==> src/rtl/cas_player.sv <==
// cas_player: plays a downloaded cassette image out of the cassette buffer
// RAM as the Level II 500-baud pulse stream feeding the trs80 cassette input.
// Bytes come in over a req/ack read port; one shift byte plus one prefetch
// byte are buffered so consecutive bytes play back without a gap.

module cas_player #(
  parameter int CELL_CLKS  = 84000,
  parameter int PULSE_CLKS = 5376
) (
  input  logic        clk_sys,
  input  logic        reset_n,
  input  logic        load_done,
  input  logic [16:0] image_len,
  input  logic        rewind,
  input  logic        motor,
  output logic        rd_req,
  output logic [15:0] rd_addr,
  input  logic [7:0]  rd_data,
  input  logic        rd_ack,
  output logic        cas_out,
  output logic        playing,
  output logic        eof,
  output logic [16:0] cas_pos
);

  localparam int CW = $clog2(CELL_CLKS);
  localparam logic [CW-1:0] C_ZERO     = CW'(0);
  localparam logic [CW-1:0] C_ONE      = CW'(1);
  localparam logic [CW-1:0] C_LAST     = CW'(CELL_CLKS - 1);
  localparam logic [CW-1:0] C_PULSE    = CW'(PULSE_CLKS);
  localparam logic [CW-1:0] C_HALF     = CW'(CELL_CLKS / 2);
  localparam logic [CW-1:0] C_HALF_END = CW'(CELL_CLKS / 2 + PULSE_CLKS);

  typedef enum logic [2:0] {
    S_IDLE  = 3'd0,
    S_FETCH = 3'd1,
    S_CELL  = 3'd2,
    S_STALL = 3'd3,
    S_DONE  = 3'd4
  } state_t;

  // Output level at a given cell count: clock pulse at the start of every
  // cell, data pulse at mid-cell only for a 1 bit.
  function automatic logic pulse_level(input logic [CW-1:0] cnt, input logic bit_val);
    logic clk_p;
    logic dat_p;
    clk_p = (cnt < C_PULSE);
    dat_p = bit_val && (cnt >= C_HALF) && (cnt < C_HALF_END);
    return clk_p | dat_p;
  endfunction

  state_t        r_state;
  logic [16:0]   r_len;
  logic [7:0]    r_shift;
  logic [2:0]    r_bit;
  logic [CW-1:0] r_cnt;
  logic [7:0]    r_pf_data;
  logic          r_pf_valid;
  logic          r_pf_need;
  logic [15:0]   r_fetch_addr;
  logic          r_discard;
  logic          r_req;
  logic [15:0]   r_addr;
  logic          r_cas_out;
  logic          r_playing;
  logic          r_eof;
  logic [16:0]   r_cas_pos;

  logic          w_strobe;
  logic          w_ack_take;
  logic          w_cur_bit;
  logic [16:0]   w_pos_inc;
  logic [17:0]   w_pos_plus2;
  logic          w_need_next;
  logic          w_need_after_move;

  assign w_strobe          = load_done | rewind;
  // Acknowledged data that belongs to the current playback (not a read left
  // over from before a rewind/load).
  assign w_ack_take        = r_req & rd_ack & ~r_discard;
  assign w_cur_bit         = r_shift[r_bit];
  assign w_pos_inc         = r_cas_pos + 17'd1;
  assign w_pos_plus2       = {1'b0, r_cas_pos} + 18'd2;
  // Byte at cas_pos is being loaded: is there a byte after it?
  assign w_need_next       = (w_pos_inc < r_len);
  // Byte cas_pos+1 is being loaded at a byte boundary: is there one after it?
  assign w_need_after_move = (w_pos_plus2 < {1'b0, r_len});

  // Playback state machine, read port handshake and all registered outputs.
  always_ff @(posedge clk_sys or negedge reset_n) begin
    if (!reset_n) begin
      r_state      <= S_IDLE;
      r_len        <= 17'd0;
      r_shift      <= 8'd0;
      r_bit        <= 3'd0;
      r_cnt        <= C_ZERO;
      r_pf_data    <= 8'd0;
      r_pf_valid   <= 1'b0;
      r_pf_need    <= 1'b0;
      r_fetch_addr <= 16'd0;
      r_discard    <= 1'b0;
      r_req        <= 1'b0;
      r_addr       <= 16'd0;
      r_cas_out    <= 1'b0;
      r_playing    <= 1'b0;
      r_eof        <= 1'b0;
      r_cas_pos    <= 17'd0;
    end else if (w_strobe) begin
      // Restart from byte 0; an outstanding read still finishes its
      // handshake but its data is thrown away.
      if (load_done) begin
        r_len <= image_len;
      end else begin
        r_len <= r_len;
      end
      r_state    <= S_IDLE;
      r_cas_pos  <= 17'd0;
      r_eof      <= 1'b0;
      r_cas_out  <= 1'b0;
      r_playing  <= 1'b0;
      r_pf_valid <= 1'b0;
      r_pf_need  <= 1'b0;
      if (r_req) begin
        if (rd_ack) begin
          r_req     <= 1'b0;
          r_discard <= 1'b0;
        end else begin
          r_discard <= 1'b1;
        end
      end else begin
        r_discard <= 1'b0;
      end
    end else begin
      // Read port: hold the request until acked, then issue any pending one.
      if (r_req) begin
        if (rd_ack) begin
          r_req     <= 1'b0;
          r_discard <= 1'b0;
        end else begin
          r_req <= 1'b1;
        end
      end else if (r_pf_need) begin
        r_req     <= 1'b1;
        r_addr    <= r_fetch_addr;
        r_pf_need <= 1'b0;
      end else begin
        r_req <= 1'b0;
      end

      case (r_state)
        S_IDLE: begin
          r_cas_out <= 1'b0;
          r_playing <= 1'b0;
          if (motor) begin
            if (r_len != 17'd0) begin
              r_state      <= S_FETCH;
              r_pf_need    <= 1'b1;
              r_fetch_addr <= r_cas_pos[15:0];
            end else begin
              r_eof <= 1'b1;
            end
          end else begin
            r_state <= S_IDLE;
          end
        end

        S_FETCH, S_STALL: begin
          // Waiting for the byte at cas_pos; playback starts the cycle after its ack.
          r_cas_out <= 1'b0;
          r_playing <= 1'b0;
          if (w_ack_take) begin
            r_shift      <= rd_data;
            r_bit        <= 3'd7;
            r_cnt        <= C_ZERO;
            r_state      <= S_CELL;
            r_cas_out    <= motor;
            r_playing    <= motor;
            r_pf_need    <= w_need_next;
            r_fetch_addr <= w_pos_inc[15:0];
          end else begin
            r_state <= r_state;
          end
        end

        S_CELL: begin
          if (w_ack_take) begin
            r_pf_data  <= rd_data;
            r_pf_valid <= 1'b1;
          end else begin
            r_pf_data <= r_pf_data;
          end
          if (!motor) begin
            r_cas_out <= 1'b0;
            r_playing <= 1'b0;
          end else begin
            r_playing <= 1'b1;
            if (r_cnt != C_LAST) begin
              r_cnt     <= r_cnt + C_ONE;
              r_cas_out <= pulse_level(r_cnt + C_ONE, w_cur_bit);
            end else if (r_bit != 3'd0) begin
              r_bit     <= r_bit - 3'd1;
              r_cnt     <= C_ZERO;
              r_cas_out <= pulse_level(C_ZERO, 1'b0);
            end else begin
              r_cas_pos <= w_pos_inc;
              if (w_pos_inc == r_len) begin
                r_state   <= S_DONE;
                r_eof     <= 1'b1;
                r_cas_out <= 1'b0;
                r_playing <= 1'b0;
              end else if (r_pf_valid || w_ack_take) begin
                // Prefetch ready (or arriving right now): no gap between bytes.
                r_shift      <= r_pf_valid ? r_pf_data : rd_data;
                r_pf_valid   <= 1'b0;
                r_bit        <= 3'd7;
                r_cnt        <= C_ZERO;
                r_cas_out    <= pulse_level(C_ZERO, 1'b0);
                r_pf_need    <= w_need_after_move;
                r_fetch_addr <= w_pos_plus2[15:0];
              end else begin
                r_state   <= S_STALL;
                r_cas_out <= 1'b0;
                r_playing <= 1'b0;
              end
            end
          end
        end

        S_DONE: begin
          r_eof     <= 1'b1;
          r_cas_out <= 1'b0;
          r_playing <= 1'b0;
        end

        default: begin
          r_state   <= S_IDLE;
          r_cas_out <= 1'b0;
          r_playing <= 1'b0;
        end
      endcase
    end
  end

  assign rd_req  = r_req;
  assign rd_addr = r_addr;
  assign cas_out = r_cas_out;
  assign playing = r_playing;
  assign eof     = r_eof;
  assign cas_pos = r_cas_pos;

endmodule

==> config.mk <==
export PLATFORM = sky130hd
export DESIGN_NAME = cas_player
export DESIGN_NICKNAME = d
export VERILOG_FILES = /design/src/rtl/cas_player.sv
export SDC_FILE = /design/constraint.sdc
export NUM_CORES = 1
export LEC_CHECK = 0
export ABC_AREA = 1
export BUFFER_PORTS_ARGS = -buffer_cell sky130_fd_sc_hd__buf_2
export CAP_MARGIN = 0
export CELL_PAD_IN_SITES_DETAIL_PLACEMENT = 0
export CELL_PAD_IN_SITES_GLOBAL_PLACEMENT = 2
export CORE_ASPECT_RATIO = 1.25
export CORE_UTILIZATION = 35
export DETAILED_ROUTE_END_ITERATION = 12
export MAX_ROUTING_LAYER = met4
export PLACE_DENSITY = 0.9
export REMOVE_ABC_BUFFERS = 1
export SETUP_SLACK_MARGIN = 0.02
export SYNTH_ARGS = -nofsm -noshare
export SYNTH_HDL_FRONTEND = slang
export SYNTH_SLANG_ARGS = --single-unit
==> constraint.sdc <==
create_clock -name clk_sys -period 3.5 [get_ports clk_sys]
set_input_delay 0.35 -clock clk_sys [delete_from_list [all_inputs] [get_ports clk_sys]]
set_output_delay 0.35 -clock clk_sys [all_outputs]
set_load 0.01 [all_outputs]
== Word-level counts from Yosys, hierarchy flattened ==
Index checks and enable logic that the tools add are counted.

* Flip-flop bits (word level): 112
* Input bits: 31
* Output and inout port bits: 37
* Word-level logic and storage cells: 183

* $add $sub $neg: 4
* Magnitude comparators: 6
* Equal/unequal tests: 30
* Muxes and demuxes: 95
* Bitwise operators: 7
* Reductions and logical operators: 25

{| class="wikitable"
|+ Operators with widths
! cell !! number
|-
| $mux 17 || 11
|-
| $mux 16 || 8
|-
| $mux 8 || 7
|-
| $pmux 16 s3 || 1
|-
| $mux 3 || 15
|-
| $mux 1 || 44
|-
| $add 17x1->17 const B || 2
|-
| $pmux 17 s2 || 1
|-
| $ne 3x3->1 const B || 9
|-
| $ne 2x2->1 const B || 11
|-
| $reduce_and 7->1 || 3
|-
| $add 17x2->18 const B || 1
|-
| $lt 18x17->1 || 1
|-
| $eq 17x17->1 || 1
|-
| $ge 17x16->1 const B || 1
|-
| $lt 17x13->1 const B || 1
|-
| $lt 17x16->1 const B || 1
|-
| $lt 17x17->1 || 1
|-
| $ne 17x17->1 const B || 1
|-
| $reduce_bool 17->1 || 1
|-
| $ne 4x4->1 const B || 4
|-
| $pmux 8 s2 || 1
|-
| $pmux 3 s4 || 1
|-
| $reduce_and 10->1 || 1
|-
| 24 further kinds || 39
|}

== Depth between registers and ports, before layout ==
Gate-level depths: netlist of the first run.

* Word-level depth: 10
* Mapped depth: 22

== Least setup slack after synthesis of the first run ==
No wires, ideal clock.

* Path kind: register to register
* From: register r_cas_pos[1] (netlist: cas_pos[1])
* To: register r_cnt[4]
* Arrival time: 2.897 ns
* Data required time: 3.420 ns
* Setup slack: 0.523 ns
* Cell stages (with the launch flop): 19
* Path buffers: 1
* Clock period less this slack: 2.977 ns
* Cell sequence: dfrtp_1 -> ha_1 -> inv_1 -> nor2_2 -> nand2_1 -> nor2_1 -> xor2_1 -> o21ai_1 -> inv_2 -> ha_1 -> nand2_1 -> nor2_1 -> nand3_1 -> o22ai_2 -> nand2_1 -> o21ai_2 -> inv_2 -> buf_6 -> o22ai_2

* Word-level cells in the longest chain between the ends: 4

{| class="wikitable"
|+ RTL lines
! element !! line !! text
|-
| start, declared || 67 || <nowiki>logic [16:0] r_cas_pos;</nowiki>
|-
| start signal, assigned || 205 || <nowiki>r_cas_pos <= w_pos_inc;</nowiki>
|-
| $add 17x1->17 || 82 || <nowiki>assign w_pos_inc = r_cas_pos + 17'd1;</nowiki>
|-
| $eq 17x17->1 || 206 || <nowiki>if (w_pos_inc == r_len) begin</nowiki>
|-
| $ne 4x4->1 (no line) || - ||
|-
| $reduce_and 6->1 (no line) || - ||
|-
| end signal, assigned || 198 || <nowiki>r_cnt <= r_cnt + C_ONE;</nowiki>
|-
| end, declared || 56 || <nowiki>logic [CW-1:0] r_cnt;</nowiki>
|}

No other way between the ends.
A chain may end at the register's enable or synchronous reset.

== Worst setup path in the final report of the first run ==
* From: register r_cas_pos[2] (netlist: cas_pos[2])
* To: register r_shift[3]

* Word-level cells in the longest chain between the ends: 4

{| class="wikitable"
|+ RTL lines
! element !! line !! text
|-
| $add 17x1->17 || 82 ||
|-
| $eq 17x17->1 || 206 ||
|-
| $ne 2x2->1 (no line) || - ||
|-
| $reduce_and 8->1 (no line) || - ||
|-
| end signal, assigned || 172 || <nowiki>r_shift <= rd_data;</nowiki>
|-
| end signal, assigned || 213 || <nowiki>r_shift <= r_pf_valid ? r_pf_data : rd_data;</nowiki>
|-
| end, declared || 54 || <nowiki>logic [7:0] r_shift;</nowiki>
|}

No other way between the ends.

==> run summary, run 1 <==
status: completed
Clock Tree Buf Depth: 2
Finished Layout Cells: 1306
CP arrival: 3490 ps
GR Overflow Total: 0
RSZ-0062 raised after global routing: yes
Power Density: 393 mW/mm^2
post-synthesis xor/xnor area fraction: 2.81%
Max rail drop VDD: 0.000199 V
Worst Path Max Fanout: 16
Nets: 1100
IO Pins: 68
setup violators final: 0
Slew @ Worst Pin: 734 ps
DR vias: 6400
Synth area leaders: dfrtp_1 (39%), nand2_1 (13%), inv_1 (7.0%)
Adder-Cell Fraction of Synth Area: 6.82%
post-synthesis sequential area ratio: 39.2%
most numerous cell in the Yosys netlist: nand2_1
first-pass GRT wire length: 33000 um
Primary FF master, synth: dfrtp_1
Synth Instances: 957
Cell Area, Synth: 0.00716 mm^2
Via density: 4.90
Min Clock Period, post-route: 3220 ps
total power: 3.21 mW
mux cell area share after synthesis: 1.42%
Slew Limit Fails: 0
Tcrit/Tclk final: 92.0%
synthesis-stage register bit count: 112
Rel. slew slack: 51.1%
CTS Root Cell: clkbuf_16
count of cell types in the netlist: 45
commonest cells in the synthesized netlist: nand2_1 (250), inv_1 (134), dfrtp_1 (112)
final core utilization: 40.6%
clock slew at reported path FFs: 90 ps
total number of yosys warnings: 0
IO Port Bufs: 67
gp weighted congestion: 0.888
Sink Count: 112
largest family of logic cells by synthesized area: simple AND/OR/NAND/NOR gates
Site Rows: 58
area delta synth->final: 14.1%
Post-CTS Hold Fix Bufs: 0
critical path class: reg -> reg
vias in the first global route: 6253
setup TNS: 0 ps
routed len/inst: 15.9 um
Avg Inst Size Synth: 7.48 um^2
Cells after DPL: 1288
Leak Pwr: 4.09 nW
HPWL Detailed: 15800 um
Synth Area in Compound Gates: 14.3%
area of the multi-input gates: 0.00370 mm^2
FMAX: 0.311 GHz
crit end category: flip-flop
die area: 0.0210 mm^2
Core Area: 0.0201 mm^2
drt initial violations: 412
largest area contributor in the netlist: dfrtp_1
Post-synth EDFFs: 0
largest net degree at the start of global routing: 55
Startpoint Class: flip-flop
Worst Reg2Reg Path Length in Cells: 16
initial antenna violation count: 1
Total Routing Usage GR: 21.4%
Die Span Y: 162 um
Clock Skew: 14.7 ps
cts bufs inserted: 9
final wirelength: 20800 um
CP required: 3770 ps
endpoints failing hold: 0
Pre-antenna DRT Iters: 5
hold crit path type: in -> async
CTS HTree Levels: 3
Routed Antenna Nets: 0
CTS tree: built
Clock Latency Late Sink: 370 ps
DRC violations left: 0
Synth top area share: 39.2%
Max Cap Viol: 0
share of cells above drive strength 1: 14.2%
die width: 130 um
Initial Util: 35.6%
simple-gate share of the synthesized area: 26.2%
FF+latch area: 0.00280 mm^2
Synth async-reset ratio: 100%
fillcell total: 2144
sequential cells by signal, indices dropped and copies added (netlist names), 3 cells and up:
| signal | cells |
|---|---|
| cas_pos | 17 |
| r_cnt | 17 |
| r_len | 17 |
| r_fetch_addr | 16 |
| rd_addr | 16 |
| r_pf_data | 8 |
| r_shift | 8 |
| r_bit | 3 |
| r_state | 3 |
routing by layer:
metal	track usage (%)	vias up	wire length (um)
li1	-	3258	-
met1	24.7	2980	8810
met2	37.6	130	10800
met3	2.70	32	612
met4	8.03	0	623
met5	-	-	0
layout by cell type (no fill, tap or decap), types with 4 or more instances in the layout:
cell       count
nor2_2         5
xnor2_1        4
o21ai_0       78
dfrtp_1      111
o22ai_2       10
nand2_1      250
clkinv_1       4
nand4_1       17
nor3_1        17
buf_4         18
o22ai_1       12
inv_2          4
ha_1          39
mux2_2         9
buf_2         66
xor2_1        19
inv_1        134
o31ai_1        6
a21oi_1       20
clkbuf_16      9
nor2_1        93
o211ai_1       6
nand3_1       48
o21ai_1       16
worst max-delay path: stages (launching register included):
cell and delay (ps):
dfrtp_1 440, ha_1 240, inv_1 90, nor2_2 170, nand3_1 110, xor2_1 240
nand2_1 70, o21ai_0 200, ha_1 330, nand2_1 90, nor3_1 50, nand2_1 160
o22ai_4 110, buf_4 150, o21ai_4 160, nand2_2 230, o31ai_1 270
power by group:
| group | switching, mW | total [mW] | internal (mW) |
|---|---|---|---|
| clock | 0.545 | 1.05 | 0.500 |
| sequential | 0.105 | 1.53 | 1.42 |
| combinational | 0.414 | 0.638 | 0.224 |
| total | 1.06 | 3.21 | 2.14 |
timing repair:
action                     CTS  global route
gates resized for setup      0             4
buffers inserted             0             1
setup endpoints to repair    0            40
kinds of logic after synthesis:
family | count (synthesis)
buf+inv | 166
fa+ha+maj | 39
simple gates | 442
mux | 9
xor+xnor | 23
flops | 112
compound gates | 166
worst paths after layout:
kind,from,end,slack (ps)
setup reg to reg,cas_pos[2]$_DFFE_PN0P_,r_shift[3]$_DFFE_PN0P_,280
max in group asynchronous,reset_n,r_len[0]$_DFFE_PN0P_,2650
setup / recovery,cas_pos[2]$_DFFE_PN0P_,r_shift[3]$_DFFE_PN0P_,280
hold reg to reg,r_fetch_addr[10]$_DFFE_PN0P_,r_fetch_addr[10]$_DFFE_PN0P_,480
min in group clk_sys,image_len[2],r_len[2]$_DFFE_PN0P_,190
hold / removal,reset_n,r_cnt[11]$_DFFE_PN0P_,30
area by class of cell:
cell class	instances	share of cell area, %
clock buffer	9	2.76
timing repair buffer	85	5.95
sequential	112	34.4
inverter	143	6.67
antenna	1	0.0307
multi-input combinational	679	45.3
tap	270	4.14
clock inverter	7	0.797
metrics by stage:
step	instance area (um^2)	hold slack, ps	setup slack [ps]
2_1_floorplan	7030	54.4	508
4_1_cts	8140	67.5	158
3_5_place_dp	7850	458	180
5_1_grt	8160	82.9	10.9
6_report	8160	29.8	281
3_3_place_gp	7850	462	290
No activity file was read; power rests on OpenSTA's default activity.
==> run 2: changes to the inputs <==
--- a/config.mk
+++ b/config.mk
@@ -11,10 +11,12 @@
 export CELL_PAD_IN_SITES_DETAIL_PLACEMENT = 0
 export CELL_PAD_IN_SITES_GLOBAL_PLACEMENT = 2
 export CORE_ASPECT_RATIO = 1.25
-export CORE_UTILIZATION = 35
+export CORE_UTILIZATION = 36
+export CTS_BUF_LIST = sky130_fd_sc_hd__clkbuf_8
+export CTS_CLUSTER_SIZE = 24
 export DETAILED_ROUTE_END_ITERATION = 12
 export MAX_ROUTING_LAYER = met4
-export PLACE_DENSITY = 0.9
+export PLACE_DENSITY = 0.92
 export REMOVE_ABC_BUFFERS = 1
 export SETUP_SLACK_MARGIN = 0.02
 export SYNTH_ARGS = -nofsm -noshare
==> run summary, run 2 (synthesized netlist as in run 1, its figures left out) <==
status: completed (unchanged)
Max Cap Viol: 0 (unchanged)
Routed Antenna Nets: 0 (unchanged)
Cells after DPL: 1280 (was 1288)
Slew Limit Fails: 0 (unchanged)
fillcell total: 2062 (was 2144)
IO Port Bufs: 67 (unchanged)
endpoints failing hold: 0 (unchanged)
Core Area: 0.0195 mm^2 (was 0.0201 mm^2)
Via density: 4.92 (was 4.90)
clock slew at reported path FFs: 120 ps (was 90 ps)
commonest non-fill, non-tap cells in the layout: nand2_1 (249), inv_1 (134), dfrtp_1 (111) (was nand2_1 (250), inv_1 (134), dfrtp_1 (111))
final core utilization: 41.3% (was 40.6%)
routed len/inst: 15.9 um (about the same)
Finished Layout Cells: 1296 (was 1306)
Total Routing Usage GR: 21.9% (was 21.4%)
setup TNS: 0 ps (unchanged)
Clock Tree Buf Depth: 2 (unchanged)
Initial Util: 36.8% (was 35.6%)
CTS Root Cell: clkbuf_8 (was clkbuf_16)
CTS tree: built (unchanged)
gp weighted congestion: 0.903 (was 0.888)
setup ws final: 301 ps (was 281 ps)
post-CTS sizing: 0 (unchanged)
final wirelength: 20600 um (was 20800 um)
Sink Count: 112 (unchanged)
Slew @ Worst Pin: 744 ps (was 734 ps)
CP arrival: 3490 ps (about the same)
Worst Path Max Fanout: 7 (was 16)
Site Rows: 57 (was 58)
vias in the first global route: 6313 (was 6253)
most common cell after layout, fill and taps aside: nand2_1 (unchanged)
GR Overflow Total: 0 (unchanged)
Clock Skew: 13.9 ps (was 14.7 ps)
Post-CTS Hold Fix Bufs: 0 (unchanged)
crit end category: flip-flop (unchanged)
critical path class: reg -> reg (unchanged)
drt initial violations: 374 (was 412)
Leak Pwr: 4.02 nW (was 4.09 nW)
Startpoint Class: flip-flop (unchanged)
Rel. slew slack: 50.4% (was 51.1%)
die area: 0.0205 mm^2 (was 0.0210 mm^2)
initial antenna violation count: 0 (was 1)
DR vias: 6379 (was 6400)
# diodes: 0 (was 1)
DRC violations left: 0 (unchanged)
cts bufs inserted: 9 (unchanged)
Pre-antenna DRT Iters: 5 (unchanged)
FMAX: 0.313 GHz (was 0.311 GHz)
IO Pins: 68 (unchanged)
RSZ-0062 raised after global routing: no (was yes)
Post-CTS Setup Bufs: 0 (unchanged)
Place WS: 153 ps (was 180 ps)
Min Clock Period, post-route: 3200 ps (was 3220 ps)
first-pass GRT wire length: 33400 um (was 33000 um)
Max rail drop VDD: 0.000166 V (was 0.000199 V)
CP required: 3790 ps (was 3770 ps)
FF+latch area: 0.00280 mm^2 (unchanged)
HPWL Detailed: 15800 um (about the same)
Clock Latency Late Sink: 400 ps (was 370 ps)
share of cells above drive strength 1: 14.1% (was 14.2%)
die width: 128 um (was 130 um)
Nets: 1096 (was 1100)
area delta synth->final: 12.3% (was 14.1%)
hold crit path type: in -> async (unchanged)
Die Span Y: 160 um (was 162 um)
setup violators final: 0 (unchanged)
largest net degree at the start of global routing: 60 (was 55)
Tcrit/Tclk final: 91.4% (was 92.0%)
Power Density: 368 mW/mm^2 (was 393 mW/mm^2)
hold_ws: 1.51 ps (was 29.8 ps)
area of the multi-input gates: 0.00372 mm^2 (was 0.00370 mm^2)
CTS HTree Levels: 3 (unchanged)
-- run 2: worst paths after layout --
path                            slack (ps)                   start                 endpoint  depth (start not counted)
worst min-delay path                     2                 reset_n  rd_addr[12]$_DFFE_PN0P_                          1
worst max register to register         300  cas_pos[3]$_DFFE_PN0P_   r_state[2]$_DFFE_PN0P_                         20
worst max-delay path                   300  cas_pos[3]$_DFFE_PN0P_   r_state[2]$_DFFE_PN0P_                         20
worst min register to register         490  rd_addr[8]$_DFFE_PN0P_   rd_addr[8]$_DFFE_PN0P_                          2
max in group asynchronous             2690                 reset_n    r_len[12]$_DFFE_PN0P_                          2
min in group clk_sys                   150            image_len[7]     r_len[7]$_DFFE_PN0P_                          3
-- run 2: where the power goes --
group,leakage [nW],switching [mW],internal [mW]
clock,0.0976,0.515,0.275
combinational,2.44,0.417,0.222
sequential,1.49,0.106,1.42
total,4.02,1.04,1.92
-- run 2: critical path, cell delays in order (launching register included) --
cell	delay, ps
dfrtp_1	520
nand2_1	90
inv_1	100
nand2_1	110
inv_1	100
nand2_1	90
nor2_1	140
nand2_1	80
xor2_1	220
inv_1	110
ha_1	320
nand2_1	70
nor2_1	90
nand3_1	160
o22ai_4	200
buf_4	170
nor2_1	40
o21ai_0	180
nand2_1	140
nand2_1	80
o21ai_0	70
-- run 2: layout make-up --
class | instances | share of cell area, %
multi-input cells | 679 | 46.2
clock buffers | 9 | 1.54
flip-flops and latches | 112 | 34.9
repair buffers | 81 | 5.67
clock inverters | 7 | 0.778
inverters | 143 | 6.77
well taps | 265 | 4.12
-- run 2: routing by layer --
metal | track usage, % | vias up | part of all wire (%)
met5 | - | - | 0
met4 | 7.33 | 0 | 2.8
met3 | 2.65 | 33 | 2.8
met2 | 38.0 | 105 | 52
met1 | 26.1 | 2986 | 42
li1 | - | 3255 | -
-- run 2: metrics by stage --
step	power (mW)	instance area (um^2)
floorplan	1.96	7030
global placement	2.19	7820
detailed placement	2.20	7820
CTS	3.00	8010
global route	3.15	8040
finish	2.96	8040
